## config.mk

```make
export PLATFORM = sky130hd
export DESIGN_NAME = mem_arbiter_flat
export DESIGN_NICKNAME = d
export VERILOG_FILES = /design/src/rtl/mem_arbiter_if.sv /design/src/rtl/mem_arbiter.sv /design/src/flat_wrapper.sv
export SDC_FILE = /design/constraint.sdc
export NUM_CORES = 1
export LEC_CHECK = 0
export CORE_ASPECT_RATIO = 1.4
export CORE_MARGIN = 2
export CORE_UTILIZATION = 47
export DETAILED_ROUTE_END_ITERATION = 6
export PLACE_DENSITY = 0.81
export SLEW_MARGIN = 10
export SYNTH_ARGS = -nofsm -noshare
export SYNTH_HDL_FRONTEND = slang
export SYNTH_SLANG_ARGS = --single-unit
```

## constraint.sdc

```tcl
create_clock -name clk -period 2.75 [get_ports clk]
set_clock_uncertainty 0.05 [all_clocks]
set_input_delay 0.275 -clock clk [delete_from_list [all_inputs] [get_ports clk]]
set_output_delay 0.275 -clock clk [all_outputs]
set_load 0.01 [all_outputs]
```

## src/rtl/mem_arbiter_if.sv

```systemverilog
// mem_arbiter_if -- bundle of every signal between the memory arbiter, its two
// requesters (fetch and MEM stages), the byte-wide RAM and the stall controller.
//   rdy                         global ready, low freezes transfers
//   if_req_i / if_addr_i        fetch request and word address
//   if_data_o / if_done_o       fetched word and its one-cycle done pulse
//   mem_req_i / mem_we_i        data request, store (1) or load (0)
//   mem_len_i / mem_addr_i      byte count minus one, data address
//   mem_wdata_i                 store data, low byte first
//   mem_rdata_o / mem_done_o    load data and its one-cycle done pulse
//   ram_din_i                   RAM read byte, one cycle after its address
//   ram_dout_o / ram_a_o        RAM write byte, RAM byte address
//   ram_wr_o                    RAM write enable
//   if_stall_req_o / mem_stall_req_o  stall requests to the pipeline
// Modport master is the requester/RAM side, modport slave is the arbiter.
interface mem_arbiter_if #(
  parameter int ADDR_W = 32
);
  logic              rdy;
  logic              if_req_i;
  logic [ADDR_W-1:0] if_addr_i;
  logic [31:0]       if_data_o;
  logic              if_done_o;
  logic              mem_req_i;
  logic              mem_we_i;
  logic [1:0]        mem_len_i;
  logic [ADDR_W-1:0] mem_addr_i;
  logic [31:0]       mem_wdata_i;
  logic [31:0]       mem_rdata_o;
  logic              mem_done_o;
  logic [7:0]        ram_din_i;
  logic [7:0]        ram_dout_o;
  logic [ADDR_W-1:0] ram_a_o;
  logic              ram_wr_o;
  logic              if_stall_req_o;
  logic              mem_stall_req_o;

  modport master (
    output rdy, if_req_i, if_addr_i, mem_req_i, mem_we_i, mem_len_i,
           mem_addr_i, mem_wdata_i, ram_din_i,
    input  if_data_o, if_done_o, mem_rdata_o, mem_done_o, ram_dout_o,
           ram_a_o, ram_wr_o, if_stall_req_o, mem_stall_req_o
  );

  modport slave (
    input  rdy, if_req_i, if_addr_i, mem_req_i, mem_we_i, mem_len_i,
           mem_addr_i, mem_wdata_i, ram_din_i,
    output if_data_o, if_done_o, mem_rdata_o, mem_done_o, ram_dout_o,
           ram_a_o, ram_wr_o, if_stall_req_o, mem_stall_req_o
  );
endinterface

```

## src/rtl/mem_arbiter.sv

```systemverilog
// mem_arbiter -- shares one byte-wide RAM port between instruction fetch and
// the MEM stage. Word, halfword and byte accesses are split into little-endian
// byte transfers; MEM wins over IF, and an accepted transfer runs to completion.
// Ports:
//   clk   rising-edge clock
//   rst   synchronous, active-high reset
//   bus   mem_arbiter_if.slave, all request, response, RAM and stall signals
// The RAM port (address, write enable, write byte) is decoded from registered
// state and gated by rdy, so a rdy-low cycle never issues or writes anything.
// Done pulses and assembled read data are registered.
module mem_arbiter #(
  parameter int ADDR_W  = 32,
  parameter int RAM_LAT = 1
) (
  input  logic          clk,
  input  logic          rst,
  mem_arbiter_if.slave  bus
);

  typedef enum logic [1:0] {IDLE, IF_RD, MEM_RD, MEM_WR} state_t;

  state_t              state;
  logic [ADDR_W-1:0]   base;
  logic [2:0]          n;        // bytes in the transfer, 1..4
  logic [2:0]          icnt;     // bytes issued (reads) or written (stores)
  logic [2:0]          rcnt;     // bytes received
  logic [31:0]         wdata;
  logic [RAM_LAT-1:0]  inflight; // read issued RAM_LAT cycles ago, data on ram_din_i now
  logic [31:0]         if_data;
  logic [31:0]         mem_rdata;
  logic                if_done;
  logic                mem_done;

  logic                reading;
  logic                issue;
  logic                capture;
  logic                write;
  logic [2:0]          n_acc;

  // NOTE: every signal assigned in always_comb gets a value on all paths
  // (defaults first), otherwise synthesis infers latches.
  always_comb begin
    reading = (state == IF_RD) || (state == MEM_RD);
    issue   = reading && bus.rdy && (icnt < n);
    capture = reading && bus.rdy && inflight[RAM_LAT-1];
    write   = (state == MEM_WR) && bus.rdy && (icnt < n);
    n_acc   = 3'd4;
    case (bus.mem_len_i)
      2'd0:    n_acc = 3'd1;
      2'd1:    n_acc = 3'd2;
      default: n_acc = 3'd4;  // 2 is illegal and behaves as a word
    endcase
  end

  // Address arithmetic wraps naturally at the top of the address space.
  assign bus.ram_a_o    = (issue || write) ? base + ADDR_W'(icnt) : '0;
  assign bus.ram_wr_o   = write;
  assign bus.ram_dout_o = write ? wdata[{icnt[1:0], 3'b000} +: 8] : 8'h00;

  assign bus.if_data_o   = if_data;
  assign bus.if_done_o   = if_done;
  assign bus.mem_rdata_o = mem_rdata;
  assign bus.mem_done_o  = mem_done;

  assign bus.if_stall_req_o  = bus.if_req_i  && !if_done;
  assign bus.mem_stall_req_o = bus.mem_req_i && !mem_done;

  // NOTE: all state below is updated with non-blocking assignments so every
  // register samples the values from before the clock edge.
  always_ff @(posedge clk) begin
    if (rst) begin
      state     <= IDLE;
      base      <= '0;
      n         <= '0;
      icnt      <= '0;
      rcnt      <= '0;
      wdata     <= '0;
      inflight  <= '0;
      if_data   <= '0;
      mem_rdata <= '0;
      if_done   <= 1'b0;
      mem_done  <= 1'b0;
    end else begin
      if_done  <= 1'b0;
      mem_done <= 1'b0;
      case (state)
        IDLE: begin
          // A held request must not be re-accepted in its own done cycle.
          if (bus.rdy && !if_done && !mem_done) begin
            icnt     <= '0;
            rcnt     <= '0;
            inflight <= '0;
            if (bus.mem_req_i) begin
              base      <= bus.mem_addr_i;
              n         <= n_acc;
              wdata     <= bus.mem_wdata_i;
              mem_rdata <= '0;
              state     <= bus.mem_we_i ? MEM_WR : MEM_RD;
            end else if (bus.if_req_i) begin
              base    <= bus.if_addr_i;
              n       <= 3'd4;
              if_data <= '0;
              state   <= IF_RD;
            end
          end
        end

        IF_RD, MEM_RD: begin
          if (!bus.rdy) begin
            // Bytes in flight are dropped and reissued once rdy returns.
            inflight <= '0;
            icnt     <= rcnt;
          end else begin
            inflight <= (inflight << 1) | RAM_LAT'(issue);
            if (issue) icnt <= icnt + 3'd1;
            if (capture) begin
              if (state == IF_RD) if_data[{rcnt[1:0], 3'b000} +: 8] <= bus.ram_din_i;
              else                mem_rdata[{rcnt[1:0], 3'b000} +: 8] <= bus.ram_din_i;
              rcnt <= rcnt + 3'd1;
              if (rcnt + 3'd1 == n) begin
                state <= IDLE;
                if (state == IF_RD) if_done  <= 1'b1;
                else                mem_done <= 1'b1;
              end
            end
          end
        end

        MEM_WR: begin
          if (write) begin
            icnt <= icnt + 3'd1;
            if (icnt + 3'd1 == n) begin
              state    <= IDLE;
              mem_done <= 1'b1;
            end
          end
        end

        default: state <= IDLE;
      endcase
    end
  end

endmodule

```

## src/flat_wrapper.sv

```systemverilog
// flat-port wrapper written by rule: the top's interface ports become plain ports
module mem_arbiter_flat 
#(
  parameter int ADDR_W  = 32,
  parameter int RAM_LAT = 1
)
  (clk, rst, bus_rdy, bus_if_req_i, bus_if_addr_i, bus_mem_req_i, bus_mem_we_i, bus_mem_len_i, bus_mem_addr_i, bus_mem_wdata_i, bus_ram_din_i, bus_if_data_o, bus_if_done_o, bus_mem_rdata_o, bus_mem_done_o, bus_ram_dout_o, bus_ram_a_o, bus_ram_wr_o, bus_if_stall_req_o, bus_mem_stall_req_o);
  mem_arbiter_if #(.ADDR_W(ADDR_W)) bus_i ();
  input  logic clk;
  input  logic rst;
  input wire logic [$bits(bus_i.rdy)-1:0] bus_rdy;
  input wire logic [$bits(bus_i.if_req_i)-1:0] bus_if_req_i;
  input wire logic [$bits(bus_i.if_addr_i)-1:0] bus_if_addr_i;
  input wire logic [$bits(bus_i.mem_req_i)-1:0] bus_mem_req_i;
  input wire logic [$bits(bus_i.mem_we_i)-1:0] bus_mem_we_i;
  input wire logic [$bits(bus_i.mem_len_i)-1:0] bus_mem_len_i;
  input wire logic [$bits(bus_i.mem_addr_i)-1:0] bus_mem_addr_i;
  input wire logic [$bits(bus_i.mem_wdata_i)-1:0] bus_mem_wdata_i;
  input wire logic [$bits(bus_i.ram_din_i)-1:0] bus_ram_din_i;
  output wire logic [$bits(bus_i.if_data_o)-1:0] bus_if_data_o;
  output wire logic [$bits(bus_i.if_done_o)-1:0] bus_if_done_o;
  output wire logic [$bits(bus_i.mem_rdata_o)-1:0] bus_mem_rdata_o;
  output wire logic [$bits(bus_i.mem_done_o)-1:0] bus_mem_done_o;
  output wire logic [$bits(bus_i.ram_dout_o)-1:0] bus_ram_dout_o;
  output wire logic [$bits(bus_i.ram_a_o)-1:0] bus_ram_a_o;
  output wire logic [$bits(bus_i.ram_wr_o)-1:0] bus_ram_wr_o;
  output wire logic [$bits(bus_i.if_stall_req_o)-1:0] bus_if_stall_req_o;
  output wire logic [$bits(bus_i.mem_stall_req_o)-1:0] bus_mem_stall_req_o;
  assign bus_i.rdy = bus_rdy;
  assign bus_i.if_req_i = bus_if_req_i;
  assign bus_i.if_addr_i = bus_if_addr_i;
  assign bus_i.mem_req_i = bus_mem_req_i;
  assign bus_i.mem_we_i = bus_mem_we_i;
  assign bus_i.mem_len_i = bus_mem_len_i;
  assign bus_i.mem_addr_i = bus_mem_addr_i;
  assign bus_i.mem_wdata_i = bus_mem_wdata_i;
  assign bus_i.ram_din_i = bus_ram_din_i;
  assign bus_if_data_o = bus_i.if_data_o;
  assign bus_if_done_o = bus_i.if_done_o;
  assign bus_mem_rdata_o = bus_i.mem_rdata_o;
  assign bus_mem_done_o = bus_i.mem_done_o;
  assign bus_ram_dout_o = bus_i.ram_dout_o;
  assign bus_ram_a_o = bus_i.ram_a_o;
  assign bus_ram_wr_o = bus_i.ram_wr_o;
  assign bus_if_stall_req_o = bus_i.if_stall_req_o;
  assign bus_mem_stall_req_o = bus_i.mem_stall_req_o;
  mem_arbiter #(.ADDR_W(ADDR_W), .RAM_LAT(RAM_LAT)) u_core (.clk(clk), .rst(rst), .bus(bus_i));
endmodule
```

==> results of run 1 <==
==> worst max-delay path by stage <==
| stage | from | end | slack, ps | depth (start not counted) |
|---|---|---|---|---|
| after floorplan | u_core.icnt[1]$_SDFFE_PP0P_ | bus_ram_a_o[14] | 220 | 8 |
| after global placement | u_core.icnt[0]$_SDFFE_PP0P_ | bus_ram_a_o[18] | 80 | 9 |
| after detailed placement | u_core.base[0]$_SDFFE_PP0P_ | bus_ram_a_o[14] | 2 | 9 |
| after CTS | u_core.icnt[1]$_SDFFE_PP0P_ | bus_ram_a_o[17] | -110 | 9 |
| after global routing | u_core.icnt[0]$_SDFFE_PP0P_ | bus_ram_a_o[14] | -100 | 9 |
| final | u_core.icnt[0]$_SDFFE_PP0P_ | bus_ram_a_o[14] | 10 | 9 |
==> state kept, by name, indices dropped and copies added (netlist names) <==
signal and flops:
u_core.base 32, u_core.bus.if_data_o 32, u_core.bus.mem_rdata_o 32, u_core.wdata 32
u_core.icnt 3, u_core.n 3, u_core.rcnt 3, u_core.state 2
u_core.bus.if_done_o 1, u_core.bus.mem_done_o 1, u_core.inflight 1
==> layer usage <==
metal / wire (microns) / up-vias / share of wire (%)
li1: - / 3305 / -
met1: 8120 / 3230 / 37
met2: 10900 / 263 / 50
met3: 1900 / 53 / 8.8
met4: 784 / 0 / 3.6
met5: 0 / - / 0
==> cells by family after synthesis <==
group                      Yosys count  synth area share, %
muxes                               90                 14.2
xor gates and xnor gates            33                 4.51
and+or+nand+nor                    335                 22.1
buffers and inverters               66                 3.64
DFF                                142                 40.2
adders and majority gates           17                 3.11
AOI/OAI and AO/OA                  126                 12.3
==> stage by stage <==
stage,instances,hold slack (ps)
after floorplan,809,361
after global placement,1209,391
after detailed placement,1209,397
after CTS,1250,297
after global routing,1254,324
final,1254,308
==> timing repair <==
action,in CTS,in global routing
setup buffers,7,4
cloned,2,1
resized for setup,67,46
setup endpoints to repair,41,33
pin swaps,9,13
==> layout make-up <==
class	count	area, sq um
Sequential cell	142	2850
Multi-Input combinational cell	603	4200
Timing Repair Buffer	267	2540
Fill cell	1136	4330
Tap cell	192	240
Inverter	18	67.6
Clock inverter	14	181
Clock buffer	18	439
==> critical path, delay by kind of cell, from the launching register on <==
kind / cells / cell delay, ps
buf+inv: 2 / 330
fa+ha+maj: 2 / 490
simple gates: 4 / 670
flops: 1 / 360
xor+xnor: 1 / 150
==> layout by cell type, fill, tap and decap left out, types with 5 or more instances in the layout <==
| cell | n |
|---|---|
| clkbuf_16 | 17 |
| nor2b_1 | 7 |
| dfxtp_1 | 137 |
| xor2_1 | 8 |
| and2_1 | 25 |
| a211oi_1 | 36 |
| nor4_4 | 6 |
| nand2_1 | 87 |
| buf_6 | 6 |
| xnor2_1 | 23 |
| dlygate4sd2_1 | 12 |
| a21oi_1 | 42 |
| nand4_1 | 5 |
| o21ai_0 | 5 |
| nor2_1 | 135 |
| clkdlybuf4s50_1 | 182 |
| ha_1 | 15 |
| nor3_1 | 10 |
| nand3_1 | 7 |
| a22oi_1 | 20 |
| and3_1 | 12 |
| mux2i_1 | 82 |
| mux4_2 | 8 |
| clkbuf_2 | 8 |
| inv_1 | 17 |
| dlymetal6s2s_1 | 11 |
| buf_4 | 41 |
==> Yosys cell counts, types with 12 or more instances <==
cell type	number	area, sq um
dfxtp_1	142	2840
nor2_1	137	514
nand2_1	87	327
mux2i_1	82	821
clkbuf_1	45	169
a21oi_1	43	215
a211oi_1	36	270
and2_1	25	156
xnor2_1	23	201
a22oi_1	20	150
inv_1	17	63.8
ha_1	16	200
and3_1	12	75.1
nor3_1	12	60.1
==> power by group <==
group	switching [mW]	total [mW]	internal (mW)
Sequential	0.173	2.44	2.26
Clock	0.947	2.42	1.47
Combinational	1.07	1.95	0.887
Total	2.19	6.81	4.62
==> impl_metrics.ini, run 1 <==
[drt]
via_count = 6851
initialDrtViolationCount = 357
wirelength_microns = 21700
ant_nets = 0
via_per_inst = 5.46
wl_per_cell_microns = 17.3
drc_errors = 0
dr.pass1.iters = 6

[power]
powerDensity_mw_per_mm2 = 647
p_leak_nw = 4.54
ir_worst_vdd_mv = 0.599
p_total_mw = 6.81

[layout]
final_cell_area_sq_mm = 0.0105
synthToLayoutAreaGrowth_pct = 48.8
final_nets = 1178
num_antenna_cells = 0
fin_util_pct = 70.8
drive_gt1_share_pct = 14.4

[clocking]
cts_sinks = 142
insertion_delay_ps = 410
cts.path.max_buffers = 2
htreeDepth = 4
cts_tree = yes
cts_hold_buf = 0
cts_root_buf = clkbuf_16
path_clk_slew_ps = 60
numCtsBuffers = 17

[hold_path]
hold_end = u_core.bus.if_data_o[16]$_SDFFE_PP0P_
min_path_cells = 2
min-delay-start = rst
hold_class = in2reg

[synth]
netlist_instances = 809
ys.flop_type = dfxtp_1
ys_ff_latch = 142
syn_nets = 938
synthArstFlopShare_pct = 0
yosysWarnings = 0
synth_cell_types = 57
synth-edff-count = 0
synth-seq-area-share_pct = 40.2
avgSynthCellArea_sq_um = 8.74
synth_area_sq_mm = 0.00707

[floorplanning]
initial_core_util_pct = 47.6
dieArea_sq_mm = 0.0161
core_area_sq_mm = 0.0149
pin_count = 221
dieHeight_microns = 149
num_rows = 53
die_w_microns = 108

[setup_path]
cp_slowest_stage_delay_ps = 360
r2r_end = u_core.bus.mem_rdata_o[15]$_SDFFE_PP0P_
r2r_cells = 8
cp_slowest_cell = dfxtp_4
endpoint_kind = primary output
critical_path_required_ps = 2420
r2r_slack_ps = 200
crit_type = reg2out
arrival_ps = 2410
regToRegStartpoint = u_core.state[0]$_SDFFE_PP0P_
start_kind = flop
cp_cell_sequence = ha_4 -> inv_1 -> fa_2 -> nor2b_4 -> nor2_2 -> nor4b_2 -> xnor2_1 -> nor2_1 -> dlygate4sd2_1
critPathMaxFanout = 5

[global_routing]
use_met1_pct = 28.6
met2_usage_pct = 47.4
use_met3_pct = 8.08
gr-usage-all-layers_pct = 26.7
antenna_found_initial = 0
grt_max_degree = 65
top_usage_layer = met2
grt_pass1_wl_microns = 33800
grt_pass1_vias = 6826
gr-total-overflow = 0

[status]
outcome = completed

[timing]
period_needed_ps = 2740
fmax_mhz = 366
worst_slew_pin_slew_ps = 696
timing.slew.headroom_pct = 53.5
tns_ps = 0
drv_slew = 0
finalSetupViolations = 0
final.setup.worst_slack_ps = 14.9
rsz0062_at_grt = yes
finalHoldViolCount = 0
period_share_pct = 99.5

[job]
drv_cap = 0

[placed_design]
pre_cts_ws_ps = 1.84
io_buffers = 220
gp_congestion = 0.887
dpl_cell_area_sq_mm = 0.00961
place_hpwl_microns = 15100
(Power assumes the default switching activity.)
==> inputs of run 2 (changes only) <==
--- a/constraint.sdc
+++ b/constraint.sdc
@@ -4,2 +4,2 @@
 set_output_delay 0.275 -clock clk [all_outputs]
-set_load 0.01 [all_outputs]
+set_load 0.005 [all_outputs]
==> impl_metrics.ini, run 2 (synthesis gave the netlist of run 1 again) <==
[setup_path]
path_buf_inv = 2
cp_slowest_stage_delay_ps = 500
cp_cell_sequence = ha_4 -> inv_2 -> fa_2 -> nor2b_4 -> nor2_4 -> nor4_4 -> xnor2_1 -> nor2_1 -> clkdlybuf4s50_1
arrival_ps = 2520
crit_family = simple AND/OR/NAND/NOR gates
cp_slowest_cell = clkdlybuf4s50_1
start_kind = flop
endpoint_kind = primary output
critical_path_required_ps = 2420
critPathMaxFanout = 4
crit_type = reg2out

[clocking]
cts.path.max_buffers = 2
cts_root_buf = clkbuf_16
cts_tree = yes
cts_hold_buf = 0
cts_sinks = 142
htreeDepth = 4
path_clk_slew_ps = 70
numCtsBuffers = 17
insertion_delay_ps = 410

[layout]
drive_gt1_share_pct = 13.3
num_antenna_cells = 0
final_cell_area_sq_mm = 0.0105
regArea_sq_mm = 0.00285
synthToLayoutAreaGrowth_pct = 49.1
fill_cells = 1123
layout_commonest_cell = clkdlybuf4s50_1
final_nets = 1171
fin_util_pct = 71.0
layout_common_cells = 194 x clkdlybuf4s50_1, 137 x dfxtp_1, 135 x nor2_1
multi_input_area_sq_mm = 0.00418

[floorplanning]
dieHeight_microns = 149
num_rows = 53
initial_core_util_pct = 47.6
dieArea_sq_mm = 0.0161
die_w_microns = 108
pin_count = 221
core_area_sq_mm = 0.0149

[power]
ir_worst_vdd_mv = 0.486
p_leak_nw = 4.51
powerDensity_mw_per_mm2 = 642

[placed_design]
io_buffers = 220
place_hpwl_microns = 15000
gp_congestion = 0.882
dpl_cell_area_sq_mm = 0.00957
pre_cts_ws_ps = 23.3

[global_routing]
grt_pass1_wl_microns = 32600
gr-usage-all-layers_pct = 25.7
grt_max_degree = 65
gr-total-overflow = 0
antenna_found_initial = 0
grt_pass1_vias = 6440

[timing]
period_share_pct = 103
worst_slew_pin_slew_ps = 649
hold-worst-slack_ps = 286
drv_slew = 0
fmax_mhz = 351
finalSetupViolations = 15
tns_ps = -405
period_needed_ps = 2850
rsz0062_at_grt = yes
final.setup.worst_slack_ps = -95.5
finalHoldViolCount = 0
timing.slew.headroom_pct = 56.6

[drt]
drc_errors = 0
initialDrtViolationCount = 364
via_count = 6696
dr.pass1.iters = 7
via_per_inst = 5.37
wirelength_microns = 21500
wl_per_cell_microns = 17.2
ant_nets = 0

[hold_path]
hold_class = in2reg

[job]
drv_cap = 0

[status]
outcome = complete, but fails checks
violations = setup timing
## run 2: metrics by stage
stage | cells | total power [mW]
after floorplan | 809 | 3.67
after global placement | 1203 | 4.30
after detailed placement | 1203 | 4.33
after CTS | 1238 | 6.76
after global routing | 1247 | 7.10
final | 1247 | 6.77
## run 2: power by group
part	internal, mW	switching, mW
clock network	1.47	0.931
registers	2.26	0.182
logic	0.882	1.04
## run 2: worst paths after layout
| check | to | from | cells past startpoint | slack (ps) |
|---|---|---|---|---|
| max | bus_ram_a_o[24] | u_core.base[0]$_SDFFE_PP0P_ | 9 | -100 |
| min reg2reg | u_core.wdata[22]$_SDFFE_PP0P_ | u_core.wdata[22]$_SDFFE_PP0P_ | 2 | 400 |
| min | u_core.bus.if_data_o[26]$_SDFFE_PP0P_ | rst | 2 | 290 |
| max reg2reg | u_core.state[1]$_SDFFE_PP0P_ | u_core.rcnt[0]$_SDFFE_PP0P_ | 7 | 270 |
## run 2: area by class of cell
cell class,count,share of cell area (%)
repair buffers,261,24.5
inverters,18,0.641
flip-flops and latches,142,27.0
well taps,192,2.28
clock buffers,19,4.20
clock inverters,13,1.66
multi-input cells,602,39.7
## run 2: per-layer routing
layer,vias to the layer above,wire (microns),global-route usage [%]
met4,0,534,8.97
met1,3126,8180,28.2
met3,42,1640,7.99
met5,-,0,0
met2,232,11100,46.3
li1,3296,-,-
## run 2: repair_timing
item,in CTS,in global routing
pin swaps,4,12
setup endpoints to repair,34,37
endpoints found under the hold margin,0,0
buffers inserted,2,9
gates cloned,1,0
gates resized for setup,37,49
==> inputs of run 3 (changes only) <==
CTS_CLUSTER_SIZE = 8   (was not set)
==> results of run 3 <==
Same layout as run 2: the final DEF is identical, and so are final timing and power.
